`config.mk`:
```
export PLATFORM = sky130hd
export DESIGN_NAME = alu_exec_stage_flat
export DESIGN_NICKNAME = d
export VERILOG_FILES = /design/src/rtl/simple_isa_pkg.sv /design/src/rtl/alu_exec_stage_if.sv /design/src/rtl/alu_shift_step.sv /design/src/rtl/alu_exec_stage.sv /design/src/flat_wrapper.sv
export SDC_FILE = /design/constraint.sdc
export NUM_CORES = 1
export LEC_CHECK = 0
export ABC_AREA = 1
export CAP_MARGIN = 5
export CORE_MARGIN = 10
export CORE_UTILIZATION = 45
export CTS_CLUSTER_DIAMETER = 60
export DETAILED_ROUTE_END_ITERATION = 8
export MAX_ROUTING_LAYER = met4
export PLACE_DENSITY_LB_ADDON = 0.3
export SYNTH_ARGS = -nofsm -noshare
export SYNTH_HDL_FRONTEND = slang
export SYNTH_HIERARCHICAL = 1
export SYNTH_SLANG_ARGS = --single-unit
```
`constraint.sdc`:
```
create_clock -name clk -period 2.1 [get_ports clk]
set_clock_uncertainty 0.1 [all_clocks]
set_input_delay 0.42 -clock clk [delete_from_list [all_inputs] [get_ports clk]]
set_output_delay 0.42 -clock clk [all_outputs]
set_load 0.005 [all_outputs]
```
`src/rtl/simple_isa_pkg.sv`:
```
// Shared encodings for the simple ISA execute path: opcodes, condition-flag
// bit positions and execute-stage FSM states.
package simple_isa_pkg;

  localparam logic [3:0] OP_ADD = 4'b0000;
  localparam logic [3:0] OP_SUB = 4'b0001;
  localparam logic [3:0] OP_AND = 4'b0010;
  localparam logic [3:0] OP_OR  = 4'b0011;
  localparam logic [3:0] OP_XOR = 4'b0100;
  localparam logic [3:0] OP_CMP = 4'b0101;
  localparam logic [3:0] OP_MOV = 4'b0110;
  localparam logic [3:0] OP_SLL = 4'b1000;
  localparam logic [3:0] OP_SLR = 4'b1001;
  localparam logic [3:0] OP_SRL = 4'b1010;
  localparam logic [3:0] OP_SRA = 4'b1011;
  localparam logic [3:0] OP_IN  = 4'b1100;
  localparam logic [3:0] OP_OUT = 4'b1101;
  localparam logic [3:0] OP_HLT = 4'b1111;

  localparam int F_S = 3;
  localparam int F_Z = 2;
  localparam int F_C = 1;
  localparam int F_V = 0;

  typedef enum logic [1:0] {
    ST_IDLE  = 2'd0,
    ST_SHIFT = 2'd1,
    ST_DONE  = 2'd2
  } state_t;

  // Shift ops occupy 10xx; the low two bits select the shift flavour.
  function automatic logic is_shift(input logic [3:0] op);
    return op[3:2] == 2'b10;
  endfunction

  function automatic logic [3:0] pack_flags(input logic s, input logic z,
                                            input logic c, input logic v);
    logic [3:0] f;
    f      = '0;
    f[F_S] = s;
    f[F_Z] = z;
    f[F_C] = c;
    f[F_V] = v;
    return f;
  endfunction

endpackage

```
`src/rtl/alu_exec_stage_if.sv`:
```
// Handshake and data bundle between the ALU controller (master) and the
// execute stage (slave), including the result side and condition codes.
interface alu_exec_stage_if #(
  parameter int WIDTH = 16,
  parameter int CNT_W = $clog2(WIDTH)
);
  logic             in_valid;
  logic             in_ready;
  logic [3:0]       op3;
  logic [WIDTH-1:0] a;
  logic [WIDTH-1:0] b;
  logic [CNT_W-1:0] shamt;
  logic             out_valid;
  logic             out_ready;
  logic [WIDTH-1:0] result;
  logic             rd_we;
  logic             flag_we;
  logic [3:0]       flags_q;

  modport master (
    output in_valid, op3, a, b, shamt, out_ready,
    input  in_ready, out_valid, result, rd_we, flag_we, flags_q
  );

  modport slave (
    input  in_valid, op3, a, b, shamt, out_ready,
    output in_ready, out_valid, result, rd_we, flag_we, flags_q
  );
endinterface

```
`src/rtl/alu_shift_step.sv`:
```
// One-bit shift/rotate step used by the iterative shifter; mode is the low
// two bits of the shift opcode (SLL, rotate-left, SRL, SRA).
module alu_shift_step #(
  parameter int WIDTH = 16
) (
  input  logic [WIDTH-1:0] val,
  input  logic [1:0]       mode,
  output logic [WIDTH-1:0] val_next,
  output logic             bit_out
);

  always_comb begin
    val_next = val;
    bit_out  = 1'b0;
    case (mode)
      2'b00: begin
        val_next = {val[WIDTH-2:0], 1'b0};
        bit_out  = val[WIDTH-1];
      end
      2'b01: begin
        val_next = {val[WIDTH-2:0], val[WIDTH-1]};
        bit_out  = val[WIDTH-1];
      end
      2'b10: begin
        val_next = {1'b0, val[WIDTH-1:1]};
        bit_out  = val[0];
      end
      default: begin
        val_next = {val[WIDTH-1], val[WIDTH-1:1]};
        bit_out  = val[0];
      end
    endcase
  end

endmodule

```
`src/rtl/alu_exec_stage.sv`:
```
// Execute stage: single-cycle ALU ops, iterative one-bit-per-cycle shifts,
// and the architectural S/Z/C/V condition-code register.
module alu_exec_stage
  import simple_isa_pkg::*;
#(
  parameter int WIDTH = 16
) (
  input  logic              clk,
  input  logic              rst,
  alu_exec_stage_if.slave   bus
);

  localparam int CNT_W = $clog2(WIDTH);

  state_t           state_q, state_d;
  logic             in_ready_c, out_valid_c, accept, start_shift;
  logic [1:0]       mode_q;
  logic [CNT_W-1:0] cnt_q;
  logic [WIDTH-1:0] result_q;
  logic [3:0]       pend_flags_q, cc_q;
  logic             rd_we_q, flag_we_q;

  logic [WIDTH-1:0] alu_r;
  logic             alu_c, alu_v, alu_rd_we, alu_flag_we;
  logic [WIDTH-1:0] step_val;
  logic             step_bit;

  alu_shift_step #(.WIDTH(WIDTH)) u_step (
    .val      (result_q),
    .mode     (mode_q),
    .val_next (step_val),
    .bit_out  (step_bit)
  );

  always_ff @(posedge clk) begin
    if (rst) state_q <= ST_IDLE;
    else     state_q <= state_d;
  end

  always_comb begin
    state_d     = state_q;
    in_ready_c  = 1'b0;
    out_valid_c = 1'b0;
    case (state_q)
      ST_IDLE:  in_ready_c = 1'b1;
      ST_SHIFT: if (cnt_q == CNT_W'(1)) state_d = ST_DONE;
      ST_DONE: begin
        out_valid_c = 1'b1;
        in_ready_c  = bus.out_ready;
        if (bus.out_ready) state_d = ST_IDLE;
      end
      default:  state_d = ST_IDLE;
    endcase
    accept      = bus.in_valid & in_ready_c;
    start_shift = accept & is_shift(bus.op3) & (bus.shamt != '0);
    if (accept) state_d = start_shift ? ST_SHIFT : ST_DONE;
  end

  // Shifts with a zero amount fall through here and complete in one cycle.
  always_comb begin
    alu_r       = '0;
    alu_c       = 1'b0;
    alu_v       = 1'b0;
    alu_rd_we   = 1'b0;
    alu_flag_we = 1'b0;
    case (bus.op3)
      OP_ADD: begin
        {alu_c, alu_r} = {1'b0, bus.a} + {1'b0, bus.b};
        alu_v       = (bus.a[WIDTH-1] == bus.b[WIDTH-1]) & (alu_r[WIDTH-1] != bus.a[WIDTH-1]);
        alu_rd_we   = 1'b1;
        alu_flag_we = 1'b1;
      end
      OP_SUB, OP_CMP: begin
        alu_r       = bus.a - bus.b;
        alu_c       = bus.a < bus.b;
        alu_v       = (bus.a[WIDTH-1] != bus.b[WIDTH-1]) & (alu_r[WIDTH-1] != bus.a[WIDTH-1]);
        alu_rd_we   = (bus.op3 == OP_SUB);
        alu_flag_we = 1'b1;
      end
      OP_AND, OP_OR, OP_XOR, OP_MOV: begin
        case (bus.op3)
          OP_AND:  alu_r = bus.a & bus.b;
          OP_OR:   alu_r = bus.a | bus.b;
          OP_XOR:  alu_r = bus.a ^ bus.b;
          default: alu_r = bus.b;
        endcase
        alu_rd_we   = 1'b1;
        alu_flag_we = 1'b1;
      end
      OP_SLL, OP_SLR, OP_SRL, OP_SRA: begin
        alu_r       = bus.a;
        alu_rd_we   = 1'b1;
        alu_flag_we = 1'b1;
      end
      OP_IN: begin
        alu_r     = bus.b;
        alu_rd_we = 1'b1;
      end
      default: ;
    endcase
  end

  always_ff @(posedge clk) begin
    if (rst) begin
      mode_q       <= '0;
      cnt_q        <= '0;
      result_q     <= '0;
      pend_flags_q <= '0;
      rd_we_q      <= 1'b0;
      flag_we_q    <= 1'b0;
      cc_q         <= '0;
    end else begin
      if (accept) begin
        mode_q <= bus.op3[1:0];
        cnt_q  <= bus.shamt;
        if (start_shift) begin
          result_q  <= bus.a;
          rd_we_q   <= 1'b1;
          flag_we_q <= 1'b1;
        end else begin
          result_q     <= alu_r;
          pend_flags_q <= pack_flags(alu_r[WIDTH-1], alu_r == '0, alu_c, alu_v);
          rd_we_q      <= alu_rd_we;
          flag_we_q    <= alu_flag_we;
        end
      end else if (state_q == ST_SHIFT) begin
        result_q     <= step_val;
        pend_flags_q <= pack_flags(step_val[WIDTH-1], step_val == '0, step_bit, 1'b0);
        cnt_q        <= cnt_q - CNT_W'(1);
      end
      if ((state_q == ST_DONE) && bus.out_ready && flag_we_q) cc_q <= pend_flags_q;
    end
  end

  assign bus.in_ready  = in_ready_c;
  assign bus.out_valid = out_valid_c;
  assign bus.result    = result_q;
  assign bus.rd_we     = rd_we_q & out_valid_c;
  assign bus.flag_we   = flag_we_q & out_valid_c;
  assign bus.flags_q   = cc_q;

endmodule
```
`src/flat_wrapper.sv`:
```
// flat-port wrapper written by rule: the top's interface ports become plain ports
module alu_exec_stage_flat import simple_isa_pkg::*;
#(
  parameter int WIDTH = 16
)
  (clk, rst, bus_in_valid, bus_op3, bus_a, bus_b, bus_shamt, bus_out_ready, bus_in_ready, bus_out_valid, bus_result, bus_rd_we, bus_flag_we, bus_flags_q);
  alu_exec_stage_if #(.WIDTH(WIDTH)) bus_i ();
  input  logic clk;
  input  logic rst;
  input wire logic [$bits(bus_i.in_valid)-1:0] bus_in_valid;
  input wire logic [$bits(bus_i.op3)-1:0] bus_op3;
  input wire logic [$bits(bus_i.a)-1:0] bus_a;
  input wire logic [$bits(bus_i.b)-1:0] bus_b;
  input wire logic [$bits(bus_i.shamt)-1:0] bus_shamt;
  input wire logic [$bits(bus_i.out_ready)-1:0] bus_out_ready;
  output wire logic [$bits(bus_i.in_ready)-1:0] bus_in_ready;
  output wire logic [$bits(bus_i.out_valid)-1:0] bus_out_valid;
  output wire logic [$bits(bus_i.result)-1:0] bus_result;
  output wire logic [$bits(bus_i.rd_we)-1:0] bus_rd_we;
  output wire logic [$bits(bus_i.flag_we)-1:0] bus_flag_we;
  output wire logic [$bits(bus_i.flags_q)-1:0] bus_flags_q;
  assign bus_i.in_valid = bus_in_valid;
  assign bus_i.op3 = bus_op3;
  assign bus_i.a = bus_a;
  assign bus_i.b = bus_b;
  assign bus_i.shamt = bus_shamt;
  assign bus_i.out_ready = bus_out_ready;
  assign bus_in_ready = bus_i.in_ready;
  assign bus_out_valid = bus_i.out_valid;
  assign bus_result = bus_i.result;
  assign bus_rd_we = bus_i.rd_we;
  assign bus_flag_we = bus_i.flag_we;
  assign bus_flags_q = bus_i.flags_q;
  alu_exec_stage #(.WIDTH(WIDTH)) u_core (.clk(clk), .rst(rst), .bus(bus_i));
endmodule
```
==> impl_metrics.py, run 1 <==
metrics = {
    "worst_setup_path": {
        "worst_r2r_path_depth": 8,
        "regToRegSetupSlack_ps": 250,
        "rr_startpoint": "u_core/mode_q[1]",
        "critical_path_peak_fanout": 4,
        "worst_path_largest_cell_delay_ps": 350,
        "arrival_ps": 2400,
        "worst-endpoint-required_ps": 2220,
        "worst_path_max_delay_cell": "sky130_fd_sc_hd__fa_2",
        "cp_cell_sequence": "buf_8, inv_4, ha_4, inv_4, fa_2, nand2_2, nand2_4, nand2_2, inv_1, nand3_4, nand4_1, nand3_2, nand2_1, nor2_2, nand2_1, nor2_1, nand3_1, a21oi_2",
        "timing_worst_setup_path_type": "in2reg",
        "crit_path_start_kind": "input pin",
        "r2r_end": "u_core/pend_flags_q[2]",
        "critPathCaptureType": "flop",
        "crit_start": "bus_a[0]",
    },
    "logic_synthesis": {
        "netlist_area_pre_place_um2": 4930,
        "yosysSeqAreaShare_pct": 13.8,
        "async_reset_ff_share_pct": 0,
        "library_cell_occupying_the_most_area_in_the_post_synthesis_netlist": "sky130_fd_sc_hd__nand2_1",
        "count_of_flip_flops_with_a_built_in_enable_after_synthesis": 0,
        "syn-mean-instance-area_um2": 5.52,
        "netlist_instances": 893,
        "synth.distinct_cells": 36,
        "mappedNetlistNets": 992,
        "ys_dominant_reg_cell": "sky130_fd_sc_hd__dfxtp_1",
        "synth_common_cells": "sky130_fd_sc_hd__nand2_1, sky130_fd_sc_hd__inv_1, sky130_fd_sc_hd__nor2_1, sky130_fd_sc_hd__nand3_1, sky130_fd_sc_hd__a21oi_1",
        "yosysWarnings": 6,
        "synth_largest_type_area_fraction_pct": 22.3,
        "yosys_reg_bits": 34,
        "yosys.cell_count.top_type": "sky130_fd_sc_hd__nand2_1",
        "synth_top_cells_by_area": "sky130_fd_sc_hd__nand2_1, sky130_fd_sc_hd__dfxtp_1, sky130_fd_sc_hd__ha_1",
    },
    "placement": {
        "placement.io_buffers": 67,
        "dpl.hpwl_mm": 14.1,
        "placed_cell_area_um2": 6860,
        "placed_cells": 1225,
        "place_ws_ps": -907,
        "finalWeightedCongestion": 0.957,
    },
    "global_routing": {
        "global_route_wire_length_before_repair_mm": 31.8,
        "grtUsageTotal_pct": 24.2,
        "grt_antenna_before_repair": 0,
        "first_global_vias": 6686,
        "grt_max_degree": 28,
        "grt_overflow": 0,
    },
    "sta": {
        "slew_violations": 0,
        "fin_ws_ps": -174,
        "final-setup-viol-count": 4,
        "maxSlewHeadroom_pct": 70.8,
        "finalHoldViolations": 0,
        "timing_worst_slew_pin_value_ps": 434,
        "unrepaired_setup_endpoints_after_global_routing": "yes",
        "finalHoldWorstSlack_ps": 368,
        "period_needed_ps": 2270,
        "fmax_ghz": 0.440,
        "final.setup.tns_ps": -328,
        "fin_crit_sh_pct": 108,
    },
    "power_and_ir_drop": {
        "power.density_nw_per_um2": 387,
        "leakage_nw": 4.12,
        "ir_worst_vdd_uv": 376,
        "total_power_mw": 3.28,
    },
    "route": {
        "starting_drt_drc_count": 564,
        "drc": 0,
        "routed-via-count": 7006,
        "wirelength_mm": 20.8,
        "drtPass1Iterations": 6,
        "postRouteAntennaNets": 0,
        "post_drt_wl_per_cell_um": 16.2,
        "vias_per_cell": 5.45,
    },
    "clock_tree": {
        "cts.reportedPaths.clkPinSlew_ps": 70,
        "clock_tree_from_tritoncts": "yes",
        "htree_num_levels": 2,
        "ctsHoldBuffers": 0,
        "root_buffer": "sky130_fd_sc_hd__clkbuf_8",
        "total_clock_buffers_created_by_cts": 5,
        "buffer_levels_on_the_longest_clock_path": 2,
        "clock_sink_count": 34,
        "clock_latency_ps": 290,
    },
    "final_layout": {
        "flow.area_growth_from_synthesis_pct": 71.7,
        "design_area_um2": 8460,
        "share_of_the_core_filled_with_cells_in_the_final_layout_pct": 78.4,
        "instances_no_fill": 1285,
        "final_nets": 1244,
        "n_antenna_cell": 0,
        "final_layout_size_suffix_gt1_share_pct": 46.6,
        "final.fill_count": 760,
    },
    "floorplanning": {
        "die_span_x_um": 125,
        "fp.dieArea_um2": 15500,
        "die_height_um": 125,
        "core_area_um2": 10800,
        "initial_utilization_pct": 45.6,
        "num_io_pins": 68,
        "placement_rows": 38,
    },
    "run": {
        "cap_violations": 0,
    },
    "hold_path": {
        "min-delay-start": "u_core/bus.flags_q[2]",
        "worst_hold_path.endpoint": "u_core/bus.flags_q[2]",
        "hold-path-cell-count": 2,
        "hp-class": "reg2reg",
    },
    "run_status": {
        "status": "finished with violations",
        "failing_checks": "negative setup slack",
    },
}
-- sequential cells by signal (all words and copies together), names as in the netlist --
signal and cells:
u_core/bus.result 16, u_core/rd_we_q 1, u_core/bus.flags_q 4, u_core/pend_flags_q 4, u_core/flag_we_q 1, u_core/state_q 2
u_core/cnt_q 4, u_core/mode_q 2
-- cells by family (layout without fill, tap and decap cells) --
kind of cell	count (synthesis)	in the layout	share of synthesized area, %
DFF	34	34	13.8
buffers and inverters	165	417	14.1
and+or+nand+nor	514	514	43.6
AOI/OAI and AO/OA	123	123	13.8
adders and majority gates	55	55	14.3
xor gates and xnor gates	2	2	0.356
-- worst max path at each step --
stage / endpoint / slack, ps
after floorplan: u_core/pend_flags_q[2] / -8
after global placement: u_core/pend_flags_q[2] / -820
after detailed placement: u_core/pend_flags_q[2] / -910
after CTS: u_core/pend_flags_q[2] / -80
after global routing: u_core/pend_flags_q[2] / -290
final: u_core/pend_flags_q[2] / -170
-- report_power, final --
part | switching [mW] | internal, mW
Sequential | 0.0429 | 0.690
Combinational | 1.13 | 0.942
Clock | 0.237 | 0.228
-- worst max-delay path, delay by kind of cell --
| kind | cells | cell delay [ps] |
|---|---|---|
| compound gates | 1 | 140 |
| fa+ha+maj | 2 | 480 |
| simple gates | 11 | 1100 |
| buf+inv | 4 | 260 |
-- routing by layer --
metal	vias up	global-route usage (%)	wire length, um
met2	345	41.0	10100
met4	0	7.95	900
met5	-	-	0
met1	3216	28.8	8230
li1	3356	-	-
met3	89	3.23	1530
-- what timing repair did --
item | in CTS | in global routing
cloned | 0 | 0
hold endpoints to repair | 0 | 0
pin swaps | 86 | 97
resized for setup | 279 | 198
buffers inserted | 30 | 24
endpoints found under the setup margin | 22 | 21
-- placed cells by master, fill, tap and decap left out, types with 21 or more instances in the layout --
cell type	instances
sky130_fd_sc_hd__dfxtp_1	34
sky130_fd_sc_hd__nor2_1	53
sky130_fd_sc_hd__buf_6	23
sky130_fd_sc_hd__a21oi_1	36
sky130_fd_sc_hd__clkdlybuf4s50_1	29
sky130_fd_sc_hd__nand3_1	60
sky130_fd_sc_hd__inv_2	52
sky130_fd_sc_hd__ha_1	26
sky130_fd_sc_hd__o21ai_0	21
sky130_fd_sc_hd__nand2_1	220
sky130_fd_sc_hd__inv_1	72
sky130_fd_sc_hd__buf_4	185
sky130_fd_sc_hd__nand2_2	82
-- final cells by class --
cell class	count	area [um2]	share of cell area [%]
multi-input combinational	694	4680	55.4
timing repair buffer	275	2300	27.2
sequential	34	681	8.05
inverter	135	539	6.38
tap	140	175	2.07
clock buffer	7	76.3	0.903
Power figures use the tool's default switching activity.
==> run 2: changes to the inputs <==
Settings changed: CELL_PAD_IN_SITES_DETAIL_PLACEMENT from default to 1, CELL_PAD_IN_SITES_GLOBAL_PLACEMENT from default to 1, CORE_UTILIZATION 45 to 34.
==> impl_metrics.py, run 2 (synthesized netlist as in run 1, its figures left out) <==
metrics = {
    "run_status": {
        "status": "finished with violations",
        "failing_checks": "negative setup slack",
    },
    "sta": {
        "period_needed_ps": 2490,
        "slew_violations": 0,
        "final-setup-viol-count": 20,
        "fmax_ghz": 0.401,
        "final.setup.tns_ps": -3440,
        "unrepaired_setup_endpoints_after_global_routing": "yes",
        "finalHoldViolations": 0,
        "maxSlewHeadroom_pct": 60.4,
        "fin_ws_ps": -391,
        "fin_crit_sh_pct": 119,
        "timing_worst_slew_pin_value_ps": 588,
    },
    "worst_setup_path": {
        "timing_worst_setup_path_type": "in2reg",
        "critical_path_peak_fanout": 4,
        "arrival_ps": 2620,
        "crit_path_start_kind": "input pin",
        "worst-endpoint-required_ps": 2230,
        "critPathCaptureType": "flop",
    },
    "final_layout": {
        "n_antenna_cell": 0,
        "instances_no_fill": 1363,
        "flow.area_growth_from_synthesis_pct": 91.4,
        "most_used_cells_in_the_layout_excluding_fill_and_tap_cells": "sky130_fd_sc_hd__buf_4, sky130_fd_sc_hd__nand2_1, sky130_fd_sc_hd__nand2_2, sky130_fd_sc_hd__inv_1, sky130_fd_sc_hd__inv_2",
        "final.fill_count": 1743,
        "largest_register_ffs": 16,
        "final_layout_size_suffix_gt1_share_pct": 55.3,
        "final_nets": 1281,
        "share_of_the_core_filled_with_cells_in_the_final_layout_pct": 67.1,
        "final_common_cell": "sky130_fd_sc_hd__buf_4",
    },
    "global_routing": {
        "first_global_vias": 8076,
        "grt_max_degree": 28,
        "grt_antenna_before_repair": 0,
        "global_route_wire_length_before_repair_mm": 43.2,
        "grtUsageTotal_pct": 27.2,
        "grt_overflow": 0,
    },
    "placement": {
        "place_ws_ps": -1080,
        "dpl.hpwl_mm": 17.4,
        "finalWeightedCongestion": 0.924,
        "placed_cells": 1286,
        "placement.io_buffers": 67,
    },
    "clock_tree": {
        "clock_sink_count": 34,
        "buffer_levels_on_the_longest_clock_path": 2,
        "ctsHoldBuffers": 0,
        "root_buffer": "sky130_fd_sc_hd__clkbuf_16",
        "cts.reportedPaths.clkPinSlew_ps": 60,
        "htree_num_levels": 2,
        "clock_tree_from_tritoncts": "yes",
        "clock_latency_ps": 290,
        "total_clock_buffers_created_by_cts": 5,
    },
    "power_and_ir_drop": {
        "power.density_nw_per_um2": 448,
        "power.share.combinational_pct": 63.7,
        "switching_share_pct": 46.4,
        "ir_worst_vdd_uv": 365,
        "leakage_nw": 4.52,
        "power_frac_clock_pct": 18.6,
        "total_power_mw": 4.22,
        "p_seq_share_pct": 17.7,
        "cellInternalPower_mw": 2.26,
        "p_sw_mw": 1.96,
    },
    "floorplanning": {
        "die_span_x_um": 140,
        "num_io_pins": 68,
        "core_area_um2": 14000,
        "die_height_um": 140,
        "fp.dieArea_um2": 19700,
        "placement_rows": 43,
        "initial_utilization_pct": 35.1,
    },
    "route": {
        "post_drt_wl_per_cell_um": 28.0,
        "wirelength_mm": 38.2,
        "drc": 0,
        "starting_drt_drc_count": 716,
        "postRouteAntennaNets": 0,
        "vias_per_cell": 6.23,
        "drtPass1Iterations": 5,
        "routed-via-count": 8493,
    },
    "run": {
        "cap_violations": 0,
    },
    "hold_path": {
        "hp-class": "reg2reg",
    },
}
-- run 2: cell count changes in the layout (fill, tap and decap cells not counted), sizes merged --
cell           before  now
clkbuf             23   18
clkdlybuf4s15       2    0
dlymetal6s2s        3    2
buf               218  266
clkdlybuf4s50      29   28
dlygate4sd2         7    5
inv               135  134
clkinv              0    1
clkinvlp            0    1
-- run 2: metrics by stage --
stage	area, um2	hold WS (ps)
after floorplan	4990	330
after global placement	7080	354
after detailed placement	7080	357
after CTS	8200	365
after global routing	9430	390
final	9430	368
-- run 2: power groups by stage --
stage / Clock (mW) / Sequential (mW) / Combinational [mW]
2_1_floorplan: 0 / 0.735 / 0.807
3_3_place_gp: 0 / 0.749 / 1.53
3_5_place_dp: 0 / 0.750 / 1.58
4_1_cts: 0.759 / 0.737 / 1.89
5_1_grt: 0.815 / 0.751 / 2.77
6_report: 0.785 / 0.749 / 2.69
-- run 2: final timing paths --
path,startpoint,slack (ps),to,cells after the start
worst max-delay path,bus_a[0],-390,u_core/pend_flags_q[2],18
worst min-delay path,u_core/bus.flags_q[2],370,u_core/bus.flags_q[2],2
worst max register to register,u_core/mode_q[1],-160,u_core/pend_flags_q[2],8
worst min register to register,u_core/bus.flags_q[2],370,u_core/bus.flags_q[2],2
-- run 2: critical path: stages --
cell and delay (ps):
sky130_fd_sc_hd__buf_8 110, sky130_fd_sc_hd__inv_4 70, sky130_fd_sc_hd__ha_4 130, sky130_fd_sc_hd__inv_2 50, sky130_fd_sc_hd__fa_2 380, sky130_fd_sc_hd__nand2_2 140, sky130_fd_sc_hd__nand2_4 100, sky130_fd_sc_hd__nand3_4 110
sky130_fd_sc_hd__nand2_4 90, sky130_fd_sc_hd__nand2_4 80, sky130_fd_sc_hd__nand3_1 170, sky130_fd_sc_hd__nand3_2 140, sky130_fd_sc_hd__nand2_2 60, sky130_fd_sc_hd__nor2_2 160, sky130_fd_sc_hd__nand2_1 90, sky130_fd_sc_hd__nor2_2 100
sky130_fd_sc_hd__nand3_1 90, sky130_fd_sc_hd__a21oi_1 120
-- run 2: metal layers --
layer | track usage (%) | up-vias | part of all wire, %
met3 | 3.14 | 320 | 9.1
met2 | 47.3 | 691 | 47
met1 | 30.4 | 4060 | 35
li1 | - | 3422 | -
met5 | - | - | 0
met4 | 12.4 | 0 | 9.2
-- run 2: repair_timing --
action / in CTS / in global routing
setup endpoints to repair: 23 / 27
pin swaps: 89 / 124
resized for setup: 317 / 336
buffers inserted: 37 / 33
cloned: 0 / 0
-- run 2: area by class of cell --
| type | count | area (um2) | area share (%) |
|---|---|---|---|
| clock buffer | 7 | 143 | 1.51 |
| sequential | 34 | 681 | 7.22 |
| timing repair buffer | 312 | 2700 | 28.6 |
| clock inverter | 1 | 5.00 | 0.0531 |
| multi-input combinational | 694 | 5120 | 54.4 |
| tap | 180 | 225 | 2.39 |
| inverter | 135 | 553 | 5.87 |
==> run 3: changes to the inputs <==
Settings changed: ABC_AREA 1 to default, CORE_UTILIZATION 34 to 37.
==> impl_metrics.py, run 3 <==
metrics = {
    "run_status": {
        "status": "stopped before the end",
        "failed_stage": "global routing (5_1_grt)",
        "error": "[ERROR GRT-0232] Routing congestion too high. Check the congestion heatmap in the GUI.",
    },
    "logic_synthesis": {
        "yosys_reg_bits": 34,
        "count_of_flip_flops_with_a_built_in_enable_after_synthesis": 0,
        "async_reset_ff_share_pct": 0,
        "synth_top_cells_by_area": "sky130_fd_sc_hd__dfxtp_1, sky130_fd_sc_hd__ha_1, sky130_fd_sc_hd__o21ai_0",
        "synth_common_cells": "sky130_fd_sc_hd__nor2_1, sky130_fd_sc_hd__nand2_1, sky130_fd_sc_hd__inv_1, sky130_fd_sc_hd__o21ai_0, sky130_fd_sc_hd__ha_1",
        "mappedNetlistNets": 764,
        "yosys.cell_count.top_type": "sky130_fd_sc_hd__nor2_1",
        "library_cell_occupying_the_most_area_in_the_post_synthesis_netlist": "sky130_fd_sc_hd__dfxtp_1",
        "netlist_area_pre_place_um2": 4770,
        "ys_dominant_reg_cell": "sky130_fd_sc_hd__dfxtp_1",
        "netlist_instances": 665,
        "synth.distinct_cells": 78,
        "yosysSeqAreaShare_pct": 14.3,
        "yosysWarnings": 6,
        "syn-mean-instance-area_um2": 7.18,
        "synth_largest_type_area_fraction_pct": 14.3,
    },
    "global_routing": {
        "grtUsageTotal_pct": 62.0,
        "grt_max_degree": 35,
        "grt_antenna_before_repair": 3,
        "grt_overflow": 13,
    },
    "floorplanning": {
        "die_height_um": 134,
        "placement_rows": 41,
        "die_span_x_um": 134,
        "num_io_pins": 68,
        "initial_utilization_pct": 37.8,
    },
    "placement": {
        "placement.io_buffers": 67,
        "finalWeightedCongestion": 0.975,
        "dpl.hpwl_mm": 19.1,
    },
    "sta": {
        "timing.repair.worst_endpoint_type": "register data pin",
        "timing.grt.repair.worst_endpoint": "u_core/pend_flags_q[2]$_SDFFE_PP0P_/D",
    },
    "clock_tree": {
        "clock_sink_count": 34,
        "total_clock_buffers_created_by_cts": 5,
        "ctsHoldBuffers": 0,
        "htree_num_levels": 2,
        "root_buffer": "sky130_fd_sc_hd__clkbuf_16",
        "buffer_levels_on_the_longest_clock_path": 2,
    },
}
[run 3: repair_timing]
action / 4_1_cts
setup buffers: 49
setup endpoints to repair: 29
resized for setup: 266
gates cloned: 3
endpoints found under the hold margin: 0
pin swaps: 93
[run 3: per-layer routing]
metal,track usage [%],GRT overflow
met1,59.6,0
met3,43.2,0
met5,-,-
met2,79.2,10
met4,60.9,3
[run 3: cells by family after synthesis]
kind of cell | count (synthesis) | share of synthesized area, %
buffers and inverters | 100 | 9.33
adders and majority gates | 55 | 14.7
DFF | 34 | 14.3
muxes | 21 | 5.27
xor gates and xnor gates | 1 | 0.183
and+or+nand+nor | 219 | 22.2
AOI/OAI and AO/OA | 235 | 34.0
[run 3: stage by stage]
stage | TNS (ps) | setup slack, ps | cells | hold WS (ps) | cell area, um2
CTS | -9370 | -905 | 1129 | 392 | 8520
floorplan | -6040 | -701 | 665 | 349 | 4990
global placement | -25790 | -1510 | 1072 | 364 | 7280
detailed placement | -28180 | -1690 | 1072 | 379 | 7280
==> run 4: changes to the inputs <==
Settings changed: CELL_PAD_IN_SITES_DETAIL_PLACEMENT 1 to default, CELL_PAD_IN_SITES_GLOBAL_PLACEMENT 1 to default, CORE_UTILIZATION 37 to 30, CTS_CLUSTER_DIAMETER 60 to default, MAX_ROUTING_LAYER met4 to default, PLACE_DENSITY_LB_ADDON 0.3 to 0.15.
Clock period 2.1 ns to 2.7 ns, I/O delays scaled along.
==> impl_metrics.py, run 4 <==
metrics = {
    "route": {
        "post_drt_wl_per_cell_um": 18.6,
        "drc": 0,
        "vias_per_cell": 5.39,
        "postRouteAntennaNets": 0,
        "drtPass1Iterations": 5,
        "routed-via-count": 6268,
        "starting_drt_drc_count": 493,
        "wirelength_mm": 21.6,
    },
    "sta": {
        "final.setup.tns_ps": -1610,
        "fmax_ghz": 0.324,
        "unrepaired_setup_endpoints_after_global_routing": "yes",
        "maxSlewHeadroom_pct": 47.3,
        "timing_worst_slew_pin_value_ps": 790,
        "finalHoldWorstSlack_ps": 379,
        "slew_violations": 0,
        "final-setup-viol-count": 9,
        "period_needed_ps": 3080,
        "fin_crit_sh_pct": 114,
        "finalHoldViolations": 0,
        "fin_ws_ps": -384,
    },
    "clock_tree": {
        "cts.reportedPaths.clkPinSlew_ps": 60,
        "htree_num_levels": 2,
        "clock_sink_count": 34,
        "buffer_levels_on_the_longest_clock_path": 2,
        "clock_latency_ps": 280,
        "total_clock_buffers_created_by_cts": 5,
        "ctsHoldBuffers": 0,
        "root_buffer": "sky130_fd_sc_hd__clkbuf_16",
        "clock_tree_from_tritoncts": "yes",
    },
    "final_layout": {
        "final_common_cell": "sky130_fd_sc_hd__buf_4",
        "final_nets": 1045,
        "design_area_um2": 8530,
        "share_of_the_core_filled_with_cells_in_the_final_layout_pct": 54.3,
        "largest_register_ffs": 16,
        "most_used_cells_in_the_layout_excluding_fill_and_tap_cells": "sky130_fd_sc_hd__buf_4, sky130_fd_sc_hd__nor2_1, sky130_fd_sc_hd__nand2_1, sky130_fd_sc_hd__o21ai_0, sky130_fd_sc_hd__clkdlybuf4s50_1",
        "flow.area_growth_from_synthesis_pct": 78.7,
        "final_layout_size_suffix_gt1_share_pct": 46.9,
        "n_antenna_cell": 0,
    },
    "logic_synthesis": {
        "async_reset_ff_share_pct": 0,
        "netlist_area_pre_place_um2": 4770,
        "synth.distinct_cells": 78,
        "simple_gate_share_of_the_synthesized_area_pct": 22.2,
        "fraction_of_synthesized_area_in_multiplexers_pct": 5.27,
        "syn-mean-instance-area_um2": 7.18,
        "synthAdderAreaFrac_pct": 14.7,
        "library_cell_occupying_the_most_area_in_the_post_synthesis_netlist": "sky130_fd_sc_hd__dfxtp_1",
        "ys_dominant_reg_cell": "sky130_fd_sc_hd__dfxtp_1",
        "yosysSeqAreaShare_pct": 14.3,
        "synth-xor-area-share_pct": 0.183,
        "yosys.cell_count.top_type": "sky130_fd_sc_hd__nor2_1",
        "synth_common_cells": "sky130_fd_sc_hd__nor2_1, sky130_fd_sc_hd__nand2_1, sky130_fd_sc_hd__inv_1, sky130_fd_sc_hd__o21ai_0, sky130_fd_sc_hd__ha_1",
        "yosysWarnings": 6,
        "count_of_flip_flops_with_a_built_in_enable_after_synthesis": 0,
        "synth_top_cells_by_area": "sky130_fd_sc_hd__dfxtp_1, sky130_fd_sc_hd__ha_1, sky130_fd_sc_hd__o21ai_0",
        "mappedNetlistNets": 764,
        "yosys_reg_bits": 34,
        "synth_largest_type_area_fraction_pct": 14.3,
        "synth_compound_gate_area_share_pct": 34.0,
        "dominant_combinational_cell_family_by_area_after_synthesis": "compound AO/OA/AOI/OAI gates",
        "netlist_instances": 665,
    },
    "run": {
        "cap_violations": 0,
    },
    "hold_path": {
        "min-delay-start": "u_core/mode_q[0]",
        "hp-class": "reg2reg",
    },
    "worst_setup_path": {
        "r2r_end": "u_core/pend_flags_q[2]",
        "critPathCaptureType": "flop",
        "worst-endpoint-required_ps": 2830,
        "critPathCapture": "u_core/pend_flags_q[2]",
        "arrival_ps": 3210,
        "critical_path_peak_fanout": 4,
        "rr_startpoint": "u_core/mode_q[1]",
        "crit_start": "bus_a[0]",
        "regToRegSetupSlack_ps": 360,
        "crit_path_start_kind": "input pin",
        "worst_r2r_path_depth": 7,
        "timing_worst_setup_path_type": "in2reg",
    },
    "power_and_ir_drop": {
        "ir_worst_vdd_uv": 244,
        "power_frac_clock_pct": 20.7,
        "switching_share_pct": 37.7,
        "power.share.combinational_pct": 58.4,
        "p_sw_mw": 1.07,
        "cellInternalPower_mw": 1.76,
        "p_seq_share_pct": 20.9,
        "leakage_nw": 3.67,
        "power.density_nw_per_um2": 331,
    },
    "global_routing": {
        "grt_antenna_before_repair": 0,
        "global_route_wire_length_before_repair_mm": 34.3,
        "grtUsageTotal_pct": 19.2,
        "grt_max_degree": 35,
        "grt_overflow": 0,
        "first_global_vias": 6331,
    },
    "placement": {
        "placement.io_buffers": 67,
        "place_ws_ps": -1290,
        "dpl.hpwl_mm": 17.0,
        "placed_cell_area_um2": 7200,
        "finalWeightedCongestion": 0.919,
    },
    "run_status": {
        "status": "finished with violations",
        "failing_checks": "negative setup slack",
    },
    "floorplanning": {
        "fp.dieArea_um2": 21400,
        "core_area_um2": 15700,
        "die_height_um": 146,
        "placement_rows": 46,
        "num_io_pins": 68,
        "die_span_x_um": 146,
        "initial_utilization_pct": 30.4,
    },
}
[run 4: cell counts after synthesis]
No cell type changed its count.
[run 4: cell type report]
| cell class | count | area (um2) |
|---|---|---|
| flip-flops and latches | 34 | 681 |
| clock inverters | 2 | 12.5 |
| clock buffers | 6 | 139 |
| fillers | 1449 | 7180 |
| multi-input cells | 531 | 4490 |
| repair buffers | 317 | 2700 |
| inverters | 57 | 249 |
| well taps | 216 | 270 |
[run 4: worst min-delay path by stage]
stage	slack, ps	endpoint	cells past startpoint
after floorplan	350	u_core/mode_q[1]	2
after global placement	360	u_core/mode_q[0]	2
after detailed placement	370	u_core/mode_q[0]	2
after CTS	380	u_core/mode_q[0]	2
after global routing	390	u_core/mode_q[0]	2
final	380	u_core/mode_q[0]	2
[run 4: critical path: stages]
cell and delay (ps):
sky130_fd_sc_hd__buf_12 120, sky130_fd_sc_hd__inv_12 40, sky130_fd_sc_hd__ha_4 130, sky130_fd_sc_hd__inv_2 40, sky130_fd_sc_hd__fa_2 390, sky130_fd_sc_hd__nor2b_4 140, sky130_fd_sc_hd__o211a_1 260, sky130_fd_sc_hd__nor4b_4 300
sky130_fd_sc_hd__o31a_1 250, sky130_fd_sc_hd__o211ai_1 130, sky130_fd_sc_hd__a221oi_2 310, sky130_fd_sc_hd__nand3_1 140, sky130_fd_sc_hd__nor4_2 250, sky130_fd_sc_hd__a31o_1 160
[run 4: timing repair]
action	CTS	global route
resized for setup	251	56
setup buffers	36	14
endpoints found under the setup margin	21	17
pin swaps	78	67
[run 4: layer usage]
| layer | share of wire, % | up-vias | wire [um] | global-route usage, % |
|---|---|---|---|---|
| met5 | 0 | - | 0 | 0 |
| met4 | 1.5 | 0 | 318 | 4.20 |
| met3 | 4.5 | 24 | 964 | 1.98 |
| met2 | 47 | 179 | 10200 | 32.5 |
| met1 | 47 | 3048 | 10100 | 25.6 |
| li1 | - | 3017 | - | - |
[run 4: power groups by stage]
stage          sequential, mW  combinational (mW)  clock (mW)
6_report                0.591                1.65       0.584
5_1_grt                 0.597                1.77       0.620
4_1_cts                 0.590                1.54       0.593
3_5_place_dp            0.601                1.30           0
3_3_place_gp            0.600                1.29           0
2_1_floorplan           0.588               0.641           0
[run 4: cell families (layout without fill, tap and decap cells)]
logic type | after synthesis | count (layout)
compound gates | 235 | 235
simple gates | 219 | 219
buf+inv | 100 | 382
fa+ha+maj | 55 | 55
flops | 34 | 34
mux | 21 | 21
xor+xnor | 1 | 1
[run 4: through the flow]
stage	cells	power, mW
2_1_floorplan	665	1.23
3_3_place_gp	1110	1.89
3_5_place_dp	1110	1.90
4_1_cts	1153	2.72
5_1_grt	1163	2.99
6_report	1163	2.83
==> RTL change, RTL diff (config.mk and constraints of run 2) <==
`WIDTH` is set to 16 in 4 places; all go to 32.
--- a/src/rtl/alu_exec_stage_if.sv
+++ b/src/rtl/alu_exec_stage_if.sv
@@ -2,5 +2,5 @@
 // execute stage (slave), including the result side and condition codes.
 interface alu_exec_stage_if #(
-  parameter int WIDTH = 16,
+  parameter int WIDTH = 32,
   parameter int CNT_W = $clog2(WIDTH)
 );
--- a/src/rtl/alu_shift_step.sv
+++ b/src/rtl/alu_shift_step.sv
@@ -2,5 +2,5 @@
 // two bits of the shift opcode (SLL, rotate-left, SRL, SRA).
 module alu_shift_step #(
-  parameter int WIDTH = 16
+  parameter int WIDTH = 32
 ) (
   input  logic [WIDTH-1:0] val,
--- a/src/rtl/alu_exec_stage.sv
+++ b/src/rtl/alu_exec_stage.sv
@@ -4,5 +4,5 @@
   import simple_isa_pkg::*;
 #(
-  parameter int WIDTH = 16
+  parameter int WIDTH = 32
 ) (
   input  logic              clk,
--- a/src/flat_wrapper.sv
+++ b/src/flat_wrapper.sv
@@ -2,5 +2,5 @@
 module alu_exec_stage_flat import simple_isa_pkg::*;
 #(
-  parameter int WIDTH = 16
+  parameter int WIDTH = 32
 )
   (clk, rst, bus_in_valid, bus_op3, bus_a, bus_b, bus_shamt, bus_out_ready, bus_in_ready, bus_out_valid, bus_result, bus_rd_we, bus_flag_we, bus_flags_q);
Ports: changed (resized bus_a, bus_b, bus_result and bus_shamt); port bits go from 68 to 117. No check against the original RTL was run, so the function may have changed too.
==> RTL change against run 2 <==
  * The run now fails in 5_1_grt
  * Area after synthesis up 100%
  * Synthesized cell count up 110%
==> RTL change: results (changes against run 2) <==
status aborted with a tool error; gpl congestion 1.01 (+9.5%); Synth Area per Inst 5.36 µm² (-2.8%); ys flop type dfxtp_1; GRT worst endpoint u_core/pend_flags_q[2]$_SDFFE_PP0P_/D; Err [ERROR GRT-0232] Routing congestion too high. Check the congestion heatmap in the GUI.; initial antenna violation count 2; register area share after synthesis 0.103 (-0.0350); DP Area 0.0149 mm² (+110%); post-synthesis register bit count 51 (+50%); CTS max path bufs 2 (unchanged); gr usage total 0.803; asr flop ratio synth 0 (unchanged); largest net degree at the start of global routing 41; largest cells by area after synthesis nand2_1 (23%), ha_1 (13%), inv_1 (11%); dpl hpwl 45,700 µm (+160%); input/output buffers 116 (+73%); total grt overflow 580; CTS buffer count 5 (unchanged); root cell of the clock tree clkbuf_16; Syn Nets 2,030 (+100%); synth cell count leaders nand2_1 (603), inv_1 (300), nand3_1 (167), nor2_1 (167), ha_1 (106); YS warnings 6 (unchanged); Failed at 5_1_grt; Netlist cell types 45 (+25%); worst ep type register input; H-Tree Depth 2 (unchanged)
[RTL change: kinds of logic after synthesis]
kind of cell,share of synthesized area
compound gates,0.163
buf+inv,0.164
fa+ha+maj,0.138
simple gates,0.427
flops,0.103
xor+xnor,0.00443
[RTL change: routing by layer]
metal / overflow / GRT usage
met5: - / -
met4: 150 / 0.836
met3: 13 / 0.673
met2: 405 / 0.939
met1: 12 / 0.761
[RTL change: stage by stage]
stage | instances | worst slack [ns]
floorplan | 1845 | -0.203
detailed placement | 2727 | -1.54
global placement | 2727 | -1.42
CTS | 2818 | -0.549
[RTL change: timing repair]
action                     4_1_cts
resized for setup              952
setup endpoints to repair       39
pin swaps                      248
buffers inserted                90
